--- config.mk ---
export PLATFORM = sky130hd
export DESIGN_NAME = instruction_fetch_unit
export DESIGN_NICKNAME = d
export VERILOG_FILES = /design/src/rtl/rv32_pkg.sv /design/src/rtl/if_id_register.sv /design/src/rtl/instruction_fetch_unit.sv
export SDC_FILE = /design/constraint.sdc
export NUM_CORES = 1
export LEC_CHECK = 0
export ABC_CLOCK_PERIOD_IN_PS = 4200
export CAP_MARGIN = 15
export CORE_MARGIN = 8
export CORE_UTILIZATION = 48
export DETAILED_ROUTE_END_ITERATION = 10
export PLACE_DENSITY = 0.74
export REMOVE_ABC_BUFFERS = 1
export SLEW_MARGIN = 30
export SYNTH_ARGS = -nofsm -noshare
export SYNTH_HDL_FRONTEND = slang
export SYNTH_HIERARCHICAL = 1
export SYNTH_SLANG_ARGS = --single-unit
--- constraint.sdc ---
create_clock -name CLK -period 4.2 [get_ports CLK]
set_input_delay 0.63 -clock CLK [delete_from_list [all_inputs] [get_ports CLK]]
set_output_delay 0.63 -clock CLK [all_outputs]
set_load 0.1 [all_outputs]
--- src/rtl/rv32_pkg.sv ---
`default_nettype none
// ============================================================================
// Module : rv32_pkg
// Brief  : Shared types and constants for the RV32IM fetch front end.
// Rev    : 1.0
// ============================================================================
package rv32_pkg;

  localparam int          DEF_WIDTH = 32;
  localparam logic [31:0] NOP_INSTR = 32'h0000_0013;  // ADDI x0,x0,0

  typedef enum logic [1:0] {
    FETCH   = 2'd0,
    HOLD    = 2'd1,
    DISCARD = 2'd2
  } fetch_state_t;

endpackage
`default_nettype wire

--- src/rtl/if_id_register.sv ---
`default_nettype none
// ============================================================================
// Module : if_id_register
// Brief  : IF/ID pipeline register with load, hold and bubble controls.
// Rev    : 1.0
// ============================================================================
module if_id_register
  import rv32_pkg::*;
#(
  parameter int WIDTH = DEF_WIDTH
) (
  input  logic             clk,
  input  logic             rst_n,
  input  logic             i_load,
  input  logic             i_bubble,
  input  logic [WIDTH-1:0] i_instr,
  input  logic [WIDTH-1:0] i_pc,
  output logic [WIDTH-1:0] o_instruction,
  output logic [WIDTH-1:0] o_pc,
  output logic [WIDTH-1:0] o_pc_plus4,
  output logic             o_valid
);

  // A bubble keeps the PC fields so decode still sees the last PC.
  always_ff @(posedge clk) begin
    if (!rst_n) begin
      o_instruction <= WIDTH'(NOP_INSTR);
      o_pc          <= '0;
      o_pc_plus4    <= '0;
      o_valid       <= 1'b0;
    end else if (i_load) begin
      o_instruction <= i_instr;
      o_pc          <= i_pc;
      o_pc_plus4    <= i_pc + WIDTH'(4);
      o_valid       <= 1'b1;
    end else if (i_bubble) begin
      o_instruction <= WIDTH'(NOP_INSTR);
      o_valid       <= 1'b0;
    end
  end

endmodule
`default_nettype wire

--- src/rtl/instruction_fetch_unit.sv ---
`default_nettype none
// ============================================================================
// Module : instruction_fetch_unit
// Brief  : IF stage with PC, busywait memory handshake, stall hold buffer,
//          EX-stage redirect and IF/ID register.
// Rev    : 1.0
// ============================================================================
module instruction_fetch_unit
  import rv32_pkg::*;
#(
  parameter int               WIDTH    = DEF_WIDTH,
  parameter logic [WIDTH-1:0] RESET_PC = '0
) (
  input  logic             CLK,
  input  logic             RESET,
  output logic [WIDTH-1:0] IMEM_ADDR,
  output logic             IMEM_READ,
  input  logic [WIDTH-1:0] IMEM_READDATA,
  input  logic             IMEM_BUSYWAIT,
  input  logic             STALL,
  input  logic             BRANCH_TAKEN,
  input  logic [WIDTH-1:0] BRANCH_TARGET,
  output logic [WIDTH-1:0] INSTRUCTION,
  output logic [WIDTH-1:0] PC_OUT,
  output logic [WIDTH-1:0] PC_PLUS4_OUT,
  output logic             INSTR_VALID
);

  fetch_state_t     r_state;
  logic [WIDTH-1:0] r_pc;
  logic [WIDTH-1:0] r_redir;
  logic [WIDTH-1:0] r_buf_instr;
  logic [WIDTH-1:0] r_buf_pc;

  logic [WIDTH-1:0] w_target;
  logic [WIDTH-1:0] w_pc_next;
  logic             w_done;
  logic             w_load;
  logic             w_bubble;
  logic             w_from_buf;
  logic [WIDTH-1:0] w_load_instr;
  logic [WIDTH-1:0] w_load_pc;

  assign w_target  = {BRANCH_TARGET[WIDTH-1:2], 2'b00};
  assign w_pc_next = r_pc + WIDTH'(4);
  assign IMEM_READ = RESET && (r_state != HOLD);
  assign IMEM_ADDR = r_pc;
  assign w_done    = IMEM_READ && !IMEM_BUSYWAIT;

  always_comb begin
    w_load     = 1'b0;
    w_bubble   = 1'b0;
    w_from_buf = 1'b0;
    case (r_state)
      FETCH: begin
        if (BRANCH_TAKEN) begin
          w_bubble = 1'b1;
        end else if (!STALL) begin
          w_load   = w_done;
          w_bubble = !w_done;
        end
      end
      HOLD: begin
        if (BRANCH_TAKEN) begin
          w_bubble = 1'b1;
        end else if (!STALL) begin
          w_load     = 1'b1;
          w_from_buf = 1'b1;
        end
      end
      default: w_bubble = 1'b1;
    endcase
  end

  assign w_load_instr = w_from_buf ? r_buf_instr : IMEM_READDATA;
  assign w_load_pc    = w_from_buf ? r_buf_pc    : r_pc;

  // In DISCARD the old request stays on the bus until memory completes it.
  always_ff @(posedge CLK) begin
    if (!RESET) begin
      r_state     <= FETCH;
      r_pc        <= RESET_PC;
      r_redir     <= '0;
      r_buf_instr <= '0;
      r_buf_pc    <= '0;
    end else begin
      case (r_state)
        FETCH: begin
          if (BRANCH_TAKEN) begin
            if (w_done) begin
              r_pc <= w_target;
            end else begin
              r_redir <= w_target;
              r_state <= DISCARD;
            end
          end else if (w_done) begin
            r_pc <= w_pc_next;
            if (STALL) begin
              r_buf_instr <= IMEM_READDATA;
              r_buf_pc    <= r_pc;
              r_state     <= HOLD;
            end
          end
        end
        HOLD: begin
          if (BRANCH_TAKEN) begin
            r_pc    <= w_target;
            r_state <= FETCH;
          end else if (!STALL) begin
            r_state <= FETCH;
          end
        end
        DISCARD: begin
          if (w_done) begin
            r_pc    <= BRANCH_TAKEN ? w_target : r_redir;
            r_state <= FETCH;
          end else if (BRANCH_TAKEN) begin
            r_redir <= w_target;
          end
        end
        default: r_state <= FETCH;
      endcase
    end
  end

  if_id_register #(
    .WIDTH(WIDTH)
  ) u_if_id (
    .clk          (CLK),
    .rst_n        (RESET),
    .i_load       (w_load),
    .i_bubble     (w_bubble),
    .i_instr      (w_load_instr),
    .i_pc         (w_load_pc),
    .o_instruction(INSTRUCTION),
    .o_pc         (PC_OUT),
    .o_pc_plus4   (PC_PLUS4_OUT),
    .o_valid      (INSTR_VALID)
  );

endmodule
`default_nettype wire

Word level (Yosys, flattened, before mapping)
Cells that the tools add are included.
Storage, ports and cells
  memory bits (writable): 0
  output and inout bits: 130
  bits of input ports: 69
  latch bits: 0
  logic and storage cells: 72
  memories: 0
  register bits after elaboration: 227
  memory bits (read-only): 0
Operators by class
  add/sub/neg operators: 2
  reduce and logical (&&, ||, !) cells: 12
  equal/unequal tests: 13
  shift-type cells: 0
  order comparisons: 0
  multiplexer cells: 35
  $mul: 0
  div/mod/pow operators: 0
  bitwise gates (word level): 1
Operators by type and width (count)
  $mux 32: 13
  $pmux 32 s3: 1
  $add 32x3->32 const B: 2
  $pmux 32 s2: 1
  $mux 2: 7
  $ne 2x2->1 const B: 6
  $ne 3x3->1 const B: 4
  $reduce_and 4->1: 3
  $mux 1: 10
  $pmux 2 s3: 1
  $reduce_and 5->1: 1
  $pmux 1 s2: 2
  $reduce_bool 2->1: 2
  $reduce_bool 3->1: 1
  $eq 2x1->1 const B: 1
  $eq 2x2->1 const B: 1
  $logic_and 1x1->1: 2
  $logic_not 1->1: 2
  $logic_not 2->1: 1
  $ne 2x1->1 const B: 1
  $not 1->1: 1

Logic depth before layout (Yosys ltp)
Gate-level depths: netlist of the first run.
  word-level depth: 9
  gate-level depth with buffers: 13
  mapped depth without buffers: 10

Cells and area by module
Netlist of the first run, hierarchy kept.
Modules (own cells, without submodules)
  instruction_fetch_unit: instances 1, area an instance 6941.7 um^2, seq. area each 2602.5 um^2, cells each 890
  if_id_register: instances 1, area an instance 4068.9 um^2, seq. area each 1901.8 um^2, cells each 459

Worst setup path before layout of the first run
Ideal clock, no wire load.
  path type: input port to flip-flop
  start point: input port BRANCH_TAKEN
  end point: register u_if_id.o_pc_plus4[30]
  slack: 1.027 ns
  buffers on the path: 4
  library setup time: 0.125 ns
  cell stages on the path: 11
  arrival time: 3.048 ns
  cell sequence: buf_2 nor3b_1 clkbuf_1 buf_2 mux2_2 ha_1 nand3_1 clkbuf_1 nor2_1 a311oi_1 nor3_1
On the way
  longest elaborated chain between the ends: 4
Ends and longest elaborated chain
  from (decl): line instruction_fetch_unit.sv:21  | input logic BRANCH_TAKEN,
  $mux 1: line instruction_fetch_unit.sv:64  | if (BRANCH_TAKEN) begin
  $mux 1: line instruction_fetch_unit.sv:54  | case (r_state)
  $mux 32: line instruction_fetch_unit.sv:76  | assign w_load_pc = w_from_buf ? r_buf_pc : r_pc;
  named net w_load_pc[2]: line instruction_fetch_unit.sv:42  | logic [WIDTH-1:0] w_load_pc;
  $add 32x3->32: line if_id_register.sv:34  | o_pc_plus4 <= i_pc + WIDTH'(4);
  to (signal assigned): line if_id_register.sv:34
  to (decl): line if_id_register.sv:20  | output logic [WIDTH-1:0] o_pc_plus4,
The timed path passes the listed nets, and every way through them passes these cells.
A chain may end at the register's enable or synchronous reset.

Worst setup path in the final report of the first run
  start point: register r_state[1]
  end point: register u_if_id.o_pc_plus4[21]
On the way
  longest elaborated chain between the ends: 6
Ends and longest elaborated chain
  from (decl): line instruction_fetch_unit.sv:29  | fetch_state_t r_state;
  from (signal assigned): line instruction_fetch_unit.sv:81  | r_state <= FETCH;
  from (signal assigned): line instruction_fetch_unit.sv:94  | r_state <= DISCARD;
  from (signal assigned): line instruction_fetch_unit.sv:101  | r_state <= HOLD;
  $ne 2x1->1: line instruction_fetch_unit.sv:46  | assign IMEM_READ = RESET && (r_state != HOLD);
  $logic_and 1x1->1: line instruction_fetch_unit.sv:46
  $logic_and 1x1->1: line instruction_fetch_unit.sv:48  | assign w_done = IMEM_READ && !IMEM_BUSYWAIT;
  $mux 1: line instruction_fetch_unit.sv:58  | end else if (!STALL) begin
  $mux 1: line instruction_fetch_unit.sv:56  | if (BRANCH_TAKEN) begin
  $pmux 1 s2 (*): line instruction_fetch_unit.sv:54
  named net w_load: line instruction_fetch_unit.sv:38  | logic w_load;
The timed path passes the listed nets; every way through them passes the cells marked *.

==> flow_summary.json, run 1 <==
{
  "p_per_area_nw_per_um2": 441.4,
  "met1_usage": 0.2944,
  "synth_fa_ha_area_frac": 0.005682,
  "crit_required_ns": 4.66,
  "routed_via_density": 5.833,
  "rr_worst_depth": 11,
  "nets": 1555,
  "grt_max_degree": 150,
  "synth_edf_count": 0,
  "placedCellCount": 1739,
  "final_util": 0.6132,
  "cp-startpoint": "r_state[1]$_SDFFE_PN0P_",
  "max_slew_margin": 0.3134,
  "insertion_delay_ns": 0.52,
  "fin_area_sq_um": 13840,
  "post-route-drc-count": 0,
  "ioPinCount": 199,
  "busiest_layer": "met2",
  "final_layout_size_suffix_gt1_frac": 0.1200,
  "yosys_most_used_dff": "dfxtp_1",
  "grt_pass1_wl_um": 52400,
  "wl_per_cell_um": 18.50,
  "ys_warn_count": 6,
  "postCtsSetupRepairBufs": 0,
  "synth_mux_area_frac": 0.1081,
  "min_from": "r_buf_pc[23]$_SDFFE_PN0P_",
  "drt_iter0_markers": 953,
  "finalPower_mw": 6.110,
  "r2r_start": "r_state[1]$_SDFFE_PN0P_",
  "regToRegEndpoint": "u_if_id/o_pc_plus4[21]$_SDFFE_PN0P_",
  "clock_sinks": 225,
  "p_leak_nw": 4.758,
  "status": "finished, final reports clean",
  "worstPathArrival_ns": 3.72,
  "synth-compound-area-share": 0.1858,
  "clockBufferDepth": 3,
  "start_kind": "flop",
  "rsz0062_at_grt": "no",
  "htree_levels": 1,
  "hold_viol_final": 0,
  "die_h_um": 167.5,
  "min_to": "r_buf_pc[23]$_SDFFE_PN0P_",
  "fmax_ghz": 0.3075,
  "core.rowCount": 55,
  "portBuffers": 196,
  "firstDrtPassIters": 7,
  "clkPwrFrac": 0.376,
  "antenna_cells": 0,
  "gp_congestion": 0.8325,
  "cts_hold_buffers": 0,
  "synth_top_family_by_area": "simple AND/OR/NAND/NOR gates",
  "cp-end-kind": "flop",
  "num_vias": 10412,
  "synthSimpleGateAreaFrac": 0.2286,
  "seq_area_frac_synth": 0.4091,
  "cap_violations": 0,
  "ir_worst_vdd_uv": 245.1,
  "start_util": 0.4878,
  "cts_buffers": 25,
  "syn_inst": 1349,
  "cp_max_fo": 149,
  "skew_ns": 0.006412,
  "die_w_um": 167.5,
  "drv_slew": 0,
  "synthesis.area_sq_um": 11010,
  "p_comb_frac": 0.237,
  "worst_slew_pin_slew_ns": 1.027,
  "grt_util_met3": 0.05314,
  "dieArea_sq_um": 28040,
  "grt_usage": 0.2230,
  "p_int_mw": 4.043,
  "crit_type": "flop to flop",
  "postPlaceCellArea_sq_um": 13020,
  "ctsResizeCount": 0,
  "ys_ff_latch": 225,
  "p_sw_mw": 2.067,
  "totalWireLength_um": 33020,
  "power_frac_seq": 0.387,
  "antenna_found_initial": 0,
  "tns_ns": 0,
  "fin_crit_ns": 3.252,
  "cts_tree": "done",
  "r2r_setup_slack_ns": 0.95,
  "period_share": 0.7742,
  "postRouteAntennaNets": 0,
  "grt_pass1_vias": 9669,
  "report.final.setup_viol": 0,
  "fin_cells": 1785,
  "clk_pin_slew_ns": 0.06,
  "switching_share": 0.3383,
  "dp_hpwl_um": 21690,
  "async_flop_share": 0,
  "synth_cell_types": 69,
  "area_growth_pct": 25.72,
  "synth_xor_area_frac": 0.01352,
  "hold-path-cell-count": 2,
  "cts-root-buf": "clkbuf_16",
  "synth_area_per_cell_sq_um": 8.162,
  "hold_path.class": "flop to flop",
  "grt-ovfl-total": 0,
  "use_met2": 0.3642,
  "core_region_area_sq_um": 22570
}
cell usage in the layout, fill, tap and decap left out, types with 14 or more instances in the layout:
cell type        netlist  routed
a21oi_1              180     180
a31oi_1               27      27
buf_2                 22      14
buf_4                  6      20
clkbuf_16              0      25
clkdlybuf4s50_1        0     177
dfxtp_1              225     225
mux2_2                71      71
mux2i_1               39      39
nand2_1              248     248
nand3_1               23      23
nand4_1               18      18
nor2_1                94      94
nor3_1                17      16
nor3b_1               32      30
o21ai_0               50      50
power groups by stage:
| stage | clock (mW) | combinational, mW | sequential (mW) |
|---|---|---|---|
| 3_3_place_gp | 0 | 1.44 | 2.41 |
| 3_5_place_dp | 0 | 1.45 | 2.41 |
| 4_1_cts | 2.33 | 1.45 | 2.36 |
| 2_1_floorplan | 0 | 0.563 | 2.84 |
| 5_1_grt | 2.42 | 1.53 | 2.38 |
| 6_report | 2.30 | 1.45 | 2.37 |
state kept, by name, summed over array words and instances (netlist names):
signal,count
IMEM_ADDR,32
r_buf_instr,32
r_buf_pc,32
r_redir,32
u_if_id/o_instruction,32
u_if_id/o_pc,32
u_if_id/o_pc_plus4,30
r_state,2
u_if_id/o_valid,1
metal layers:
| layer | vias up | wire length [um] |
|---|---|---|
| met5 | - | 0 |
| met4 | 0 | 650 |
| met3 | 45 | 2559 |
| met2 | 345 | 15220 |
| met1 | 4958 | 14590 |
| li1 | 5064 | - |
stage by stage:
stage | setup WS (ns) | hold slack, ns
finish | 0.9485 | 0.4510
global placement | 0.7224 | 0.4376
floorplan | -8.769 | 0.4329
detailed placement | 0.6882 | 0.4432
global route | 0.7033 | 0.4672
CTS | 0.9802 | 0.4519
cells in the mapped netlist, drive strengths merged, types with 10 or more instances:
| library cell | count | area (sq um) |
|---|---|---|
| o31ai | 11 | 82.58 |
| a21oi | 180 | 900.9 |
| mux2i | 39 | 390.4 |
| inv | 13 | 48.79 |
| nand4 | 20 | 146.4 |
| or4 | 13 | 101.4 |
| nor3b | 32 | 240.2 |
| nand3 | 24 | 132.6 |
| buf | 36 | 200.2 |
| clkbuf | 77 | 289.0 |
| a211oi | 12 | 90.09 |
| and4 | 11 | 97.59 |
| nor4 | 10 | 83.83 |
| and3 | 12 | 76.33 |
| nor3 | 17 | 85.08 |
| dfxtp | 225 | 4504 |
| nand2 | 248 | 930.9 |
| nor2 | 94 | 352.8 |
| o21ai | 51 | 255.2 |
| a31oi | 27 | 168.9 |
| mux2 | 71 | 799.5 |
critical path, cell delays in order (launching register included):
cell and delay (ns):
dfxtp_1 0.40, inv_1 0.08, ha_1 0.20, buf_4 0.22, nor3b_1 0.43, and2_1 0.30, nor2_1 0.08, nor3_2 0.25
buf_12 0.51, nand4b_1 0.18, or3_1 0.37, nand3_1 0.09
worst max path at each step:
| stage | endpoint | slack (ns) | depth (start not counted) |
|---|---|---|---|
| final | u_if_id/o_pc_plus4[21]$_SDFFE_PN0P_ | 0.95 | 11 |
| after global routing | u_if_id/o_pc_plus4[21]$_SDFFE_PN0P_ | 0.70 | 11 |
| after CTS | u_if_id/o_pc_plus4[21]$_SDFFE_PN0P_ | 0.98 | 11 |
| after detailed placement | u_if_id/o_pc_plus4[20]$_SDFFE_PN0P_ | 0.69 | 8 |
| after global placement | u_if_id/o_pc_plus4[24]$_SDFFE_PN0P_ | 0.72 | 8 |
| after floorplan | u_if_id/o_pc_plus4[23]$_SDFFE_PN0P_ | -8.77 | 10 |
cells by family (layout without fill, tap and decap cells):
group | Yosys count | in the layout
adders and majority gates | 5 | 5
muxes | 110 | 110
buffers and inverters | 127 | 278
AOI/OAI and AO/OA | 345 | 345
DFF | 225 | 225
and+or+nand+nor | 520 | 520
xor gates and xnor gates | 17 | 17
layout make-up:
class                      instances  area (sq um)
inverter                          14         53.80
fill                            2023          8730
multi-input combinational        997          5981
clock buffer                      38         774.5
tap                              285         356.6
timing repair buffer             218          2072
clock inverter                     8         100.1
sequential                       225          4504
Power figures use the tool's default switching activity.
==> run 2, diff against run 1 <==
--- a/config.mk
+++ b/config.mk
@@ -5,12 +5,12 @@
 export SDC_FILE = /design/constraint.sdc
 export NUM_CORES = 1
 export LEC_CHECK = 0
-export ABC_CLOCK_PERIOD_IN_PS = 4200
+export ABC_CLOCK_PERIOD_IN_PS = 2900
 export CAP_MARGIN = 15
 export CORE_MARGIN = 8
 export CORE_UTILIZATION = 48
 export DETAILED_ROUTE_END_ITERATION = 10
-export PLACE_DENSITY = 0.74
+export PLACE_DENSITY = 0.77
 export REMOVE_ABC_BUFFERS = 1
 export SLEW_MARGIN = 30
 export SYNTH_ARGS = -nofsm -noshare
==> constraint.sdc (replaced) <==
create_clock -name CLK -period 2.9 [get_ports CLK]
set_input_delay 0.435 -clock CLK [delete_from_list [all_inputs] [get_ports CLK]]
set_output_delay 0.435 -clock CLK [all_outputs]
set_load 0.1 [all_outputs]
==> run 2 against run 1 <==
Net effect:
- first-iteration DRC count shrank 4.1%
- highest routed layer unchanged
- global-route usage grew 0.43 points
- die area unchanged
==> flow_summary.json, run 2 (synthesized netlist as in run 1, its figures left out) <==
{
  "status": "finished, final reports clean",
  "drt_iter0_markers": 914,
  "grt_pass1_vias": 10329,
  "core.rowCount": 55,
  "tns_ns": 0,
  "nFillCells": 1975,
  "cts_buffers": 25,
  "cap_violations": 0,
  "portBuffers": 196,
  "period_share": 0.9350,
  "clkPwrFrac": 0.354,
  "grt-ovfl-total": 0,
  "htree_levels": 1,
  "cts_hold_buffers": 0,
  "grt_max_degree": 115,
  "hold_viol_final": 0,
  "cp_max_fo": 25,
  "core_region_area_sq_um": 22570,
  "placedCellCount": 1797,
  "dieArea_sq_um": 28040,
  "dp_hpwl_um": 22960,
  "cts-root-buf": "clkbuf_16",
  "p_int_mw": 5.820,
  "power_frac_seq": 0.387,
  "final_util": 0.6233,
  "clock_sinks": 225,
  "path_cells": "ha_1 > nor3b_2 > buf_12 > mux2_2 > ha_1 > and3_1 > nand2_1 > or4_1 > a31oi_1",
  "antenna_found_initial": 0,
  "worst_slew_pin_slew_ns": 0.7165,
  "mostFrequentLayoutCell": "nand2_1",
  "ff_latch_area_sq_um": 4504,
  "nets": 1613,
  "die_w_um": 167.5,
  "area_growth_pct": 27.77,
  "totalWireLength_um": 33360,
  "skew_ns": 0.01351,
  "fin_cells": 1839,
  "postRouteAntennaNets": 0,
  "p_comb_frac": 0.259,
  "crit_buf_inv": 1,
  "routed_via_density": 5.784,
  "crit_family": "simple AND/OR/NAND/NOR gates",
  "worst_slack_ns": 0.1885,
  "ir_worst_vdd_uv": 443.5,
  "cp-end-kind": "flop",
  "fin_area_sq_um": 14070,
  "final_cell_mix": "nand2_1 (248), dfxtp_1 (225), buf_4 (198)",
  "final_layout_size_suffix_gt1_frac": 0.2201,
  "crit_required_ns": 3.34,
  "wl_per_cell_um": 18.14,
  "critical_path.slowest_cell": "dfxtp_1",
  "fin_crit_ns": 2.711,
  "switching_share": 0.3391,
  "start_util": 0.4878,
  "drv_slew": 0,
  "ioPinCount": 199,
  "cts_tree": "done",
  "start_kind": "flop",
  "firstDrtPassIters": 6,
  "post-route-drc-count": 0,
  "postPlaceCellArea_sq_um": 13260,
  "p_per_area_nw_per_um2": 625.9,
  "crit_type": "flop to flop",
  "max_slew_margin": 0.5163,
  "max_stage_delay_ns": 0.42,
  "p_sw_mw": 2.986,
  "worstPathArrival_ns": 3.15,
  "crit_path_frequent_cell": "ha_1",
  "grt_pass1_wl_um": 53610,
  "grt_usage": 0.2273,
  "post-place-ws_ns": -0.03891,
  "rsz0062_at_grt": "no",
  "hold_path.class": "flop to flop",
  "num_vias": 10637,
  "report.final.setup_viol": 0,
  "insertion_delay_ns": 0.52,
  "fmax_ghz": 0.3688,
  "p_leak_nw": 5.265,
  "clk_pin_slew_ns": 0.06,
  "gp_congestion": 0.8260,
  "multi_input_area_sq_um": 5981,
  "clockBufferDepth": 3,
  "postCtsSetupRepairBufs": 0,
  "antenna_cells": 0,
  "die_h_um": 167.5
}
==> run 2: cell types whose count changed in the layout (fill, tap and decap cells not counted), sizes merged <==
| cell | before | now |
|---|---|---|
| inv | 14 | 13 |
| clkbuf | 42 | 36 |
| clkdlybuf4s50 | 177 | 65 |
| clkinv | 5 | 3 |
| buf | 37 | 211 |
| clkinvlp | 1 | 2 |
==> run 2: worst paths after layout <==
kind / to / start / slack, ns / cells after the start
setup / recovery: u_if_id/o_pc_plus4[28]$_SDFFE_PN0P_ / r_state[0]$_SDFFE_PN0P_ / 0.19 / 9
hold / removal: r_buf_instr[7]$_SDFFE_PN0P_ / r_buf_instr[7]$_SDFFE_PN0P_ / 0.45 / 2
setup reg to reg: u_if_id/o_pc_plus4[28]$_SDFFE_PN0P_ / r_state[0]$_SDFFE_PN0P_ / 0.19 / 9
hold reg to reg: r_buf_instr[7]$_SDFFE_PN0P_ / r_buf_instr[7]$_SDFFE_PN0P_ / 0.45 / 2
==> run 2: repair_timing <==
item                                   4_1_cts  5_1_grt
endpoints found under the hold margin        0        0
resized for setup                            0        3
setup endpoints to repair                    0       36
==> run 2: worst register-to-register path, delay by kind of cell, from the launching register on <==
family / cells / cell delay [ns]
AND/OR/NAND/NOR: 4 / 1.14
AO/OA/AOI/OAI: 1 / 0.17
buffers and inverters: 1 / 0.22
multiplexers: 1 / 0.25
flip-flops: 1 / 0.42
adder cells (fa/ha/maj): 2 / 0.44
==> run 2: layout make-up <==
type / count / area share
flip-flops and latches: 225 / 0.3202
inverters: 14 / 0.003824
clock inverters: 6 / 0.006048
well taps: 285 / 0.02535
repair buffers: 276 / 0.1692
clock buffers: 36 / 0.05025
multi-input cells: 997 / 0.4251
==> run 2: layer usage <==
metal	GRT usage	up-vias	routed length (um)
li1	-	5161	-
met1	0.2847	5058	14100
met2	0.3768	357	15650
met3	0.05761	61	2667
met4	0.07337	0	949
met5	0	-	0
==> run 2: per-stage QoR <==
stage	hold WS, ns	power [mW]
finish	0.4511	8.806
global route	0.4719	9.152
CTS	0.4542	8.836
detailed placement	0.4452	5.734
global placement	0.4378	5.702
floorplan	0.4329	4.929
==> run 2: power by group through the flow <==
stage | Sequential, mW | Clock, mW | Combinational (mW)
final | 3.41 | 3.12 | 2.28
after global routing | 3.43 | 3.30 | 2.42
after CTS | 3.40 | 3.16 | 2.27
after detailed placement | 3.47 | 0 | 2.26
after global placement | 3.46 | 0 | 2.24
after floorplan | 4.11 | 0 | 0.816
==> run 3, diff against run 2 <==
--- a/config.mk
+++ b/config.mk
@@ -12,6 +12,7 @@
 export DETAILED_ROUTE_END_ITERATION = 10
 export PLACE_DENSITY = 0.77
 export REMOVE_ABC_BUFFERS = 1
+export SETUP_SLACK_MARGIN = 0.5
 export SLEW_MARGIN = 30
 export SYNTH_ARGS = -nofsm -noshare
 export SYNTH_HDL_FRONTEND = slang
==> run 3 against run 2 <==
Net effect:
- routed wire length is 7.2% higher
- setup slack improved by 0.11 ns
- sequential cell count stayed put
- via count is 3.6% higher
- first-iteration DRC count up 16%
- clock skew grew 0.0017 ns
- global-route usage grew 1.2 points
- die area is the same
- non-clock buffer count grew 32
- sequential share of layout area is 1.5 points lower
- worst hold slack about the same
- final area increased by 4.9%
- largest power group unchanged
==> flow_summary.json, run 3 (synthesized netlist as in run 1, its figures left out) <==
{
  "antenna_cells": 0,
  "post-route-drc-count": 0,
  "cap_violations": 0,
  "totalWireLength_um": 35770,
  "htree_levels": 1,
  "rsz0062_at_grt": "yes",
  "hold_path.class": "flop to flop",
  "portBuffers": 196,
  "core_region_area_sq_um": 22570,
  "max_slew_margin": 0.5065,
  "die_w_um": 167.5,
  "worstPathArrival_ns": 3.05,
  "cts_hold_buffers": 0,
  "grt_pass1_wl_um": 56280,
  "grt_max_degree": 115,
  "grt_pass1_vias": 10758,
  "fmax_ghz": 0.3840,
  "grt_usage": 0.2393,
  "wl_per_cell_um": 19.11,
  "insertion_delay_ns": 0.52,
  "start_kind": "flop",
  "grt-ovfl-total": 0,
  "postPlaceCellArea_sq_um": 13260,
  "p_per_area_nw_per_um2": 606.9,
  "drv_slew": 0,
  "postRouteAntennaNets": 0,
  "area_growth_pct": 34.02,
  "cts_tree": "done",
  "dp_hpwl_um": 22960,
  "dieArea_sq_um": 28040,
  "drt_iter0_markers": 1062,
  "rr_worst_depth": 12,
  "period_share": 0.8980,
  "cts-root-buf": "clkbuf_16",
  "cp_max_fo": 7,
  "clk_pin_slew_ns": 0.06,
  "hold-path-cell-count": 2,
  "gp_congestion": 0.8260,
  "cts_buffers": 25,
  "mostFrequentLayoutCell": "nand2_1",
  "ioPinCount": 199,
  "crit_required_ns": 3.35,
  "crit_type": "flop to flop",
  "nets": 1646,
  "antenna_found_initial": 1,
  "final_cell_mix": "nand2_1 (246), dfxtp_1 (223), buf_4 (211)",
  "worst_slew_pin_slew_ns": 0.7310,
  "final_layout_size_suffix_gt1_frac": 0.2583,
  "skew_ns": 0.01516,
  "p_leak_nw": 5.568,
  "clockBufferDepth": 3,
  "clock_sinks": 225,
  "start_util": 0.4878,
  "worst_slack_ns": 0.2957,
  "report.final.setup_viol": 0,
  "tns_ns": 0,
  "hold_viol_final": 0,
  "num_vias": 11017,
  "post-place-ws_ns": -0.03891,
  "fin_crit_ns": 2.604,
  "status": "finished, final reports clean",
  "cp-end-kind": "flop",
  "die_h_um": 167.5,
  "core.rowCount": 55,
  "firstDrtPassIters": 5,
  "routed_via_density": 5.885,
  "fin_area_sq_um": 14760,
  "ir_worst_vdd_uv": 417.3
}
==> run 3: cell count changes in the layout (fill, tap and decap cells not counted), moves of 6 or more <==
cell | before | now
buf_6 | 1 | 11
and4_4 | 0 | 6
buf_4 | 198 | 211
mux2_4 | 0 | 13
mux2_2 | 71 | 58
==> run 3: path summary, 6_finish.rpt <==
kind / from / end / slack [ns]
setup / recovery: r_state[1]$_SDFFE_PN0P_ / u_if_id/o_pc_plus4[28]$_SDFFE_PN0P_ / 0.30
hold / removal: r_buf_instr[7]$_SDFFE_PN0P_ / r_buf_instr[7]$_SDFFE_PN0P_ / 0.45
setup reg to reg: r_state[1]$_SDFFE_PN0P_ / u_if_id/o_pc_plus4[28]$_SDFFE_PN0P_ / 0.30
hold reg to reg: r_buf_instr[7]$_SDFFE_PN0P_ / r_buf_instr[7]$_SDFFE_PN0P_ / 0.45
==> run 3: final cells by class <==
class                      count  area (sq um)
timing repair buffer         308          2791
multi-input combinational    998          6254
tap                          285         356.6
clock buffer                  36         706.9
sequential                   225          4509
fill                        1861          7815
clock inverter                 6         85.08
inverter                      14         53.80
==> run 3: per-stage QoR <==
stage          std cells    util  hold WS, ns  power, mW
3_5_place_dp        1797  0.5876       0.4452      5.734
3_3_place_gp        1797  0.5876       0.4378      5.702
5_1_grt             1872  0.6538       0.4719      9.283
4_1_cts             1857  0.6399       0.4542      8.892
2_1_floorplan       1236       -       0.4329      4.929
6_report            1872  0.6538       0.4514      8.956
==> run 3: layer usage <==
| metal | vias to the layer above | wire length (um) | part of all wire | track usage |
|---|---|---|---|---|
| met5 | - | 12 | 0.00034 | 0 |
| met1 | 5294 | 14840 | 0.41 | 0.2943 |
| met3 | 94 | 3002 | 0.084 | 0.06889 |
| met4 | 2 | 1221 | 0.034 | 0.08773 |
| li1 | 5240 | - | - | - |
| met2 | 387 | 16690 | 0.47 | 0.3924 |
==> run 3: repair_timing <==
item                                    4_1_cts  5_1_grt
cloned                                        5        2
endpoints found under the setup margin      106      151
gates resized for setup                      50       40
pin swaps                                    16       36
buffers inserted                             13       13
==> run 3: power by group <==
group          switching, mW  internal (mW)
clock                   1.27           1.86
combinational           1.61          0.802
sequential             0.169           3.24
total                   3.06           5.90
==> run 3: worst max-delay path: stages, from the launching register on <==
cell and delay, ns:
dfxtp_2 0.33, inv_2 0.07, ha_4 0.15, nor3b_4 0.23, buf_12 0.17, buf_12 0.14, mux2_4 0.19, buf_4 0.12
ha_4 0.14, and3_4 0.23, nand2_1 0.08, or4_1 0.50, a31oi_1 0.17
